`src/rtl/branch_predictor.sv`:
```
// Direct-mapped 2-bit saturating-counter branch predictor with tags and targets.
// Combinational fetch lookup, one-cycle training from EX, saturating mispredict counter.
module branch_predictor #(
   parameter int IDX_BITS = 4
) (
   input  logic        CLK,
   input  logic        RSTn,
   input  logic [11:0] pc_i,
   output logic        hit_o,
   output logic        bpr_o,
   output logic [11:0] target_o,
   input  logic        upd_valid_i,
   input  logic [11:0] upd_pc_i,
   input  logic        upd_taken_i,
   input  logic [11:0] upd_target_i,
   input  logic        upd_bpr_i,
   input  logic [11:0] upd_ptarget_i,
   output logic        mispredict_o,
   output logic [11:0] redirect_pc_o,
   output logic [15:0] mispred_cnt_o
);

   localparam int ENTRIES = 1 << IDX_BITS;
   localparam int TAG_W   = 12 - IDX_BITS - 2;

   logic              r_valid  [ENTRIES];
   logic [TAG_W-1:0]  r_tag    [ENTRIES];
   logic [1:0]        r_ctr    [ENTRIES];
   logic [11:0]       r_target [ENTRIES];
   logic [15:0]       r_mp_cnt;

   logic [IDX_BITS-1:0] w_idx;
   logic [TAG_W-1:0]    w_tag;
   logic [IDX_BITS-1:0] w_uidx;
   logic [TAG_W-1:0]    w_utag;
   logic                w_u_hit;
   logic [1:0]          w_ctr_cur;
   logic [1:0]          w_ctr_nxt;
   logic                w_mispredict;

   assign w_idx  = pc_i[IDX_BITS+1:2];
   assign w_tag  = pc_i[11:IDX_BITS+2];
   assign w_uidx = upd_pc_i[IDX_BITS+1:2];
   assign w_utag = upd_pc_i[11:IDX_BITS+2];

   // Fetch-side lookup sees only registered contents, so no same-cycle bypass.
   assign hit_o    = r_valid[w_idx] && (r_tag[w_idx] == w_tag);
   assign bpr_o    = hit_o && r_ctr[w_idx][1];
   assign target_o = bpr_o ? r_target[w_idx] : (pc_i + 12'd4);

   assign w_mispredict  = upd_valid_i &&
                          ((upd_taken_i != upd_bpr_i) ||
                           (upd_taken_i && upd_bpr_i && (upd_target_i != upd_ptarget_i)));
   assign mispredict_o  = w_mispredict;
   assign redirect_pc_o = upd_taken_i ? upd_target_i : (upd_pc_i + 12'd4);
   assign mispred_cnt_o = r_mp_cnt;

   assign w_u_hit   = r_valid[w_uidx] && (r_tag[w_uidx] == w_utag);
   assign w_ctr_cur = r_ctr[w_uidx];

   // Saturating counter step for the entry being trained.
   always_comb begin
      w_ctr_nxt = w_ctr_cur;
      if (upd_taken_i) begin
         if (w_ctr_cur != 2'b11) begin
            w_ctr_nxt = w_ctr_cur + 2'd1;
         end else begin
            w_ctr_nxt = w_ctr_cur;
         end
      end else begin
         if (w_ctr_cur != 2'b00) begin
            w_ctr_nxt = w_ctr_cur - 2'd1;
         end else begin
            w_ctr_nxt = w_ctr_cur;
         end
      end
   end

   // Table training; only taken branches allocate on a miss.
   always_ff @(posedge CLK or negedge RSTn) begin
      if (!RSTn) begin
         for (int i = 0; i < ENTRIES; i++) begin
            r_valid[i]  <= 1'b0;
            r_tag[i]    <= '0;
            r_ctr[i]    <= 2'b01;
            r_target[i] <= 12'h000;
         end
      end else if (upd_valid_i) begin
         if (w_u_hit) begin
            r_ctr[w_uidx] <= w_ctr_nxt;
            if (upd_taken_i) begin
               r_target[w_uidx] <= upd_target_i;
            end
         end else if (upd_taken_i) begin
            r_valid[w_uidx]  <= 1'b1;
            r_tag[w_uidx]    <= w_utag;
            r_ctr[w_uidx]    <= 2'b10;
            r_target[w_uidx] <= upd_target_i;
         end
      end
   end

   // Performance counter, sticks at all-ones.
   always_ff @(posedge CLK or negedge RSTn) begin
      if (!RSTn) begin
         r_mp_cnt <= 16'h0000;
      end else if (w_mispredict && (r_mp_cnt != 16'hFFFF)) begin
         r_mp_cnt <= r_mp_cnt + 16'd1;
      end
   end

endmodule

```
`config.mk`:
```
export PLATFORM = sky130hd
export DESIGN_NAME = branch_predictor
export DESIGN_NICKNAME = d
export VERILOG_FILES = /design/src/rtl/branch_predictor.sv
export SDC_FILE = /design/constraint.sdc
export NUM_CORES = 1
export LEC_CHECK = 0
export CORE_ASPECT_RATIO = 0.75
export CORE_UTILIZATION = 55
export CTS_BUF_LIST = sky130_fd_sc_hd__clkbuf_16
export DETAILED_ROUTE_END_ITERATION = 7
export PLACE_DENSITY_LB_ADDON = 0.25
export SYNTH_ARGS = -nofsm -noshare
export SYNTH_HDL_FRONTEND = slang
export SYNTH_SLANG_ARGS = --single-unit
export TNS_END_PERCENT = 5
```
`constraint.sdc`:
```
create_clock -name CLK -period 7 [get_ports CLK]
set_input_delay 2.1 -clock CLK [delete_from_list [all_inputs] [get_ports CLK]]
set_output_delay 2.1 -clock CLK [all_outputs]
set_load 0.05 [all_outputs]
```
**After elaboration in Yosys (flattened, before gate mapping)**

Index checks and enable logic that the tools add are counted.

- Magnitude comparators: 3
- Bitwise operators: 7
- $add $sub $neg: 5
- Eq/ne operators: 6
- Multiplexer cells: 39
- Reduce and logical (&&, ||, !) cells: 14

Operators by type and width:

| operator | count |
|---|---|
| 192-bit bitwise mux | 1 |
| 96-bit bitwise mux | 1 |
| 32-bit two-way mux | 2 |
| 12-bit two-way mux | 5 |
| 12-bit binary-select mux with 4-bit select | 1 |
| 6-bit binary-select mux with 4-bit select | 2 |
| 12-bit demux with 4-bit select | 1 |
| 32-bit bitwise mux | 1 |
| 16-bit OR | 2 |
| 6-bit two-way mux | 5 |
| 12-bit by 3-bit adder with 12-bit output, second input constant | 2 |
| 6-bit demux with 4-bit select | 1 |
| 16-bit by 1-bit adder with 16-bit output, second input constant | 1 |
| 16-bit AND | 1 |
| 2-bit binary-select mux with 4-bit select | 2 |
| 2-bit two-way mux | 8 |
| 16-bit inequality test, second input constant | 1 |
| 16-bit NOT | 1 |
| 6-bit equality test | 2 |
| 12-bit inequality test | 1 |
| 5-bit >= comparator, second input constant | 2 |
| 4-bit NOT with 5-bit output | 2 |
| 1-bit binary-select mux with 4-bit select | 2 |
| 2-bit demux with 4-bit select | 1 |
| 13 further kinds | 26 |

- Register bits after elaboration: 352
- Logic and storage cells: 139
- Output and inout port bits: 43

**Longest topological paths before layout**

- Depth after elaboration: 9
- Mapped depth: 14

**Least setup slack after synthesis**

No wires, ideal clock.

- Path type: in2out
- Start point: input pc_i[3]
- End point: output target_o[2]
- Stages: 8
- Slack: -0.189 ns
- Data required time: 4.900 ns
- Path buffers: 4
- Arrival time: 5.089 ns
- Path through: buf_2 > buf_2 > buf_1 > mux4_2 > mux4_2 > nand4_1 > clkbuf_1 > mux2i_1

- Word-level cells in the longest chain between the ends: 8
- Elaborated cells between the ends (all ways): 17

Ends and longest elaborated chain:

| item | line | source |
|---|---|---|
| from (decl) | 8 | `input logic [11:0] pc_i,` |
| 4-bit NOT with 5-bit output (not written as such) (*) | 47, 48, 49 |  |
| 6-bit binary-select mux with 4-bit select | 47 | `assign hit_o = r_valid[w_idx] && (r_tag[w_idx] == w_tag);` |
| 6-bit two-way mux (not written as such) (2 in series) | 47 |  |
| 6-bit equality test | 47 |  |
| 1-bit logical AND | 47 |  |
| 1-bit logical AND | 48 | `assign bpr_o = hit_o && r_ctr[w_idx][1];` |
| 12-bit two-way mux (*) | 49 | `assign target_o = bpr_o ? r_target[w_idx] : (pc_i + 12'd4);` |
| to (decl) | 11 | `output logic [11:0] target_o,` |

Every way passes the cells marked *; elsewhere a longest branch is shown, timed or not. The select of a mux whose other input is x is not followed.

**Worst setup path in the final report**

- Start point: input pc_i[11]
- End point: output target_o[8]

- Word-level cells in the longest chain between the ends: 4

Ends and longest elaborated chain:

| item | line |
|---|---|
| 6-bit equality test | 47 |
| 1-bit logical AND | 47 |
| 1-bit logical AND | 48 |
| 12-bit two-way mux | 49 |

No other way between the ends.

==> metrics.txt <==
status=finished clean; Detail Placement HPWL=32.1 mm; Via density=6.33; largest net degree at the start of global routing=151; Fin Clk Skew=17.7 ps; FF+latch area=8830 um^2; CTS tree=done; Hold Path Cell Cnt=2; # diodes=0; part of the cycle the worst path needs=97.9%; VDD IR-drop max=215 uV; vias in the first global route=12,200; setup bufs post-CTS=0; First-pass DRT Iterations=5; # IOs=96; RSZ-0062 raised after global routing=false; share of layout cells above drive strength 1=42.5%; reg2reg setup slack=3350 ps; worst hold start=r_ctr[2]$_DFFE_PN1P_; synthesized flop and latch total=352; Worst Setup End Kind=output pin; syn_area_per_cell=14.0 um^2; max_cap viols=0; # DRC=0; Worst slew margin=25.8%; RR Endpoint=r_tag[28]$_DFFE_PN0P_; H-tree Lvls=2; Cells after Synth=1,318; wire per inst=25.9 um; total track usage=29.4%; Die H=161 um; Sink Count=352; CTS clock-pin slew for the worst setup and hold paths=60 ps; placed cell area=20,100 um^2; clk_lat worst skew=540 ps; startpoint types=input port; Max Fanout on Critical Path=13; most common cell after layout, fill and taps aside=dfrtp_1; CTS buffer count=37; Fin Setup TNS=0 ps; DR vias=11,800; Final min period=6860 ps; Worst Reg-to-Reg Cells=7; syn nets=1,378; Die Width=214 um; Synth cell types=63; final estimated routing congestion in global placement=0.903; achievable frequency=146 MHz; fin area=21,300 um^2; Multi-input gate area=9070 um^2; Final nets=1,455; GR Overflow Total=0; initial antenna violation count=0; Resized cells post-CTS=0; Die ar.=34,400 um^2; synth warn=0; Post-Syn Area=18,500 um^2; Seq/Total Area, Yosys=47.7%; P per Cell Area=280 nW/um^2; DR iter-0 viols=1,115; WL final=48.3 mm; Hold Crit Class=flip-flop to flip-flop; cell row count=57; Pins Over Slew Limit=0; root buffer cell=clkbuf_16; Async SR Flop Fraction=100%; CORE AREA=32,700 um^2; starting density of the core=56.6%; Final setup viols=0; Slew @ Worst Pin=1110 ps; area grow syn2layout=15.2%; Setup Crit Path Kind=input port to output pin; Worst Hold Endpoint=r_ctr[2]$_DFFE_PN1P_; worst r2r src=r_tag[87]$_DFFE_PN0P_; Main synth FF type=dfrtp_1; first-pass GRT wire length=75.3 mm; CP Data Arrival Time=4760 ps; Hold Buf Count CTS=0; P_leak=9.25 nW; Fillers=2,422; EDFF count, synth=0; clk buf depth=3; commonest non-fill, non-tap cells in the layout=336 x dfrtp_1, 264 x mux2_2, 113 x mux4_2; required time of the worst setup path=4900 ps; final hold violations=0; Routed Antenna Nets=0; Buffers on Ports=95
-- how the worst max path moves through the flow --
stage / start / end / slack [ps] / cells after the start
after CTS: pc_i[2] / target_o[8] / 130 / 10
after global routing: pc_i[4] / target_o[1] / 70 / 11
after global placement: pc_i[3] / target_o[1] / 190 / 10
after detailed placement: pc_i[3] / target_o[8] / 140 / 10
after floorplan: pc_i[3] / target_o[2] / 40 / 8
final: pc_i[11] / target_o[8] / 140 / 9
-- area by class of cell --
class                   instances  share of cell area [%]
clock buffers                  37                    4.34
clock inverters                28                    1.30
inverters                      15                   0.264
multi-input cells             835                    42.5
flip-flops and latches        352                    41.4
well taps                     442                    2.59
repair buffers                154                    7.58
-- stage by stage --
stage / setup WS [ps] / hold slack, ps / power (mW) / instances / util [%]
finish: 145 / 480 / 5.97 / 1863 / 65.2
global route: 69.2 / 509 / 6.23 / 1863 / 65.2
CTS: 128 / 482 / 6.00 / 1863 / 65.1
detailed placement: 144 / 474 / 4.01 / 1798 / 61.5
global placement: 187 / 471 / 3.96 / 1798 / 61.5
floorplan: 38.2 / 445 / 3.57 / 1318 / -
-- layer usage --
metal,track usage (%),vias up,wire length [um]
met3,6.32,93,3440
met4,9.45,0,1510
met1,44.0,6213,21600
met5,0,-,0
li1,-,5040,-
met2,43.0,450,21700
-- registers in the layout (all words and copies together) (netlist names) --
name / count
r_ctr: 32
mispred_cnt_o: 16
r_tag: 96
r_valid: 16
r_target: 192
-- power by group --
group | total (mW) | internal [mW] | switching, mW
sequential | 2.69 | 2.42 | 0.263
clock | 1.98 | 1.15 | 0.831
combinational | 1.31 | 0.733 | 0.573
total | 5.97 | 4.31 | 1.67
-- critical path: stages --
cell and delay (ps):
clkdlybuf4s50_1 650, nor3_1 100, a2111oi_0 380, o2111ai_1 230
a211oi_1 370, nand4_1 190, buf_4 250, mux2_2 330
buf_12 160
-- Yosys cell counts, types with 8 or more instances --
library cell  instances  share of area (%)
a22oi_1               8               0.32
o22a_1               14               0.66
mux2_2              264                 16
mux4_2              113                 14
buf_1                17               0.34
or2_2                10               0.34
xor2_1               23                1.1
nand2_1              43               0.87
a21oi_1               8               0.22
mux2_4               42                3.4
o21ai_1              10               0.27
nand3_1              29               0.78
dfrtp_1             336                 45
nor2_1               38               0.77
buf_2                18               0.49
inv_1                14               0.28
xnor2_1              37                1.8
clkbuf_1             67                1.4
dfstp_2              16                2.3
nor2b_1               9               0.30
nand4_1              22               0.74
mux2i_1              41                2.2
o21ai_0              36               0.97
-- cells by family after synthesis --
kind of cell	Yosys count	share of synthesized area, %
flops	352	47.7
buf+inv	131	3.32
mux	463	35.9
xor+xnor	60	2.84
simple gates	202	6.14
compound gates	101	3.58
fa+ha+maj	9	0.581
Note: power is estimated with default switching activity, not from simulation.
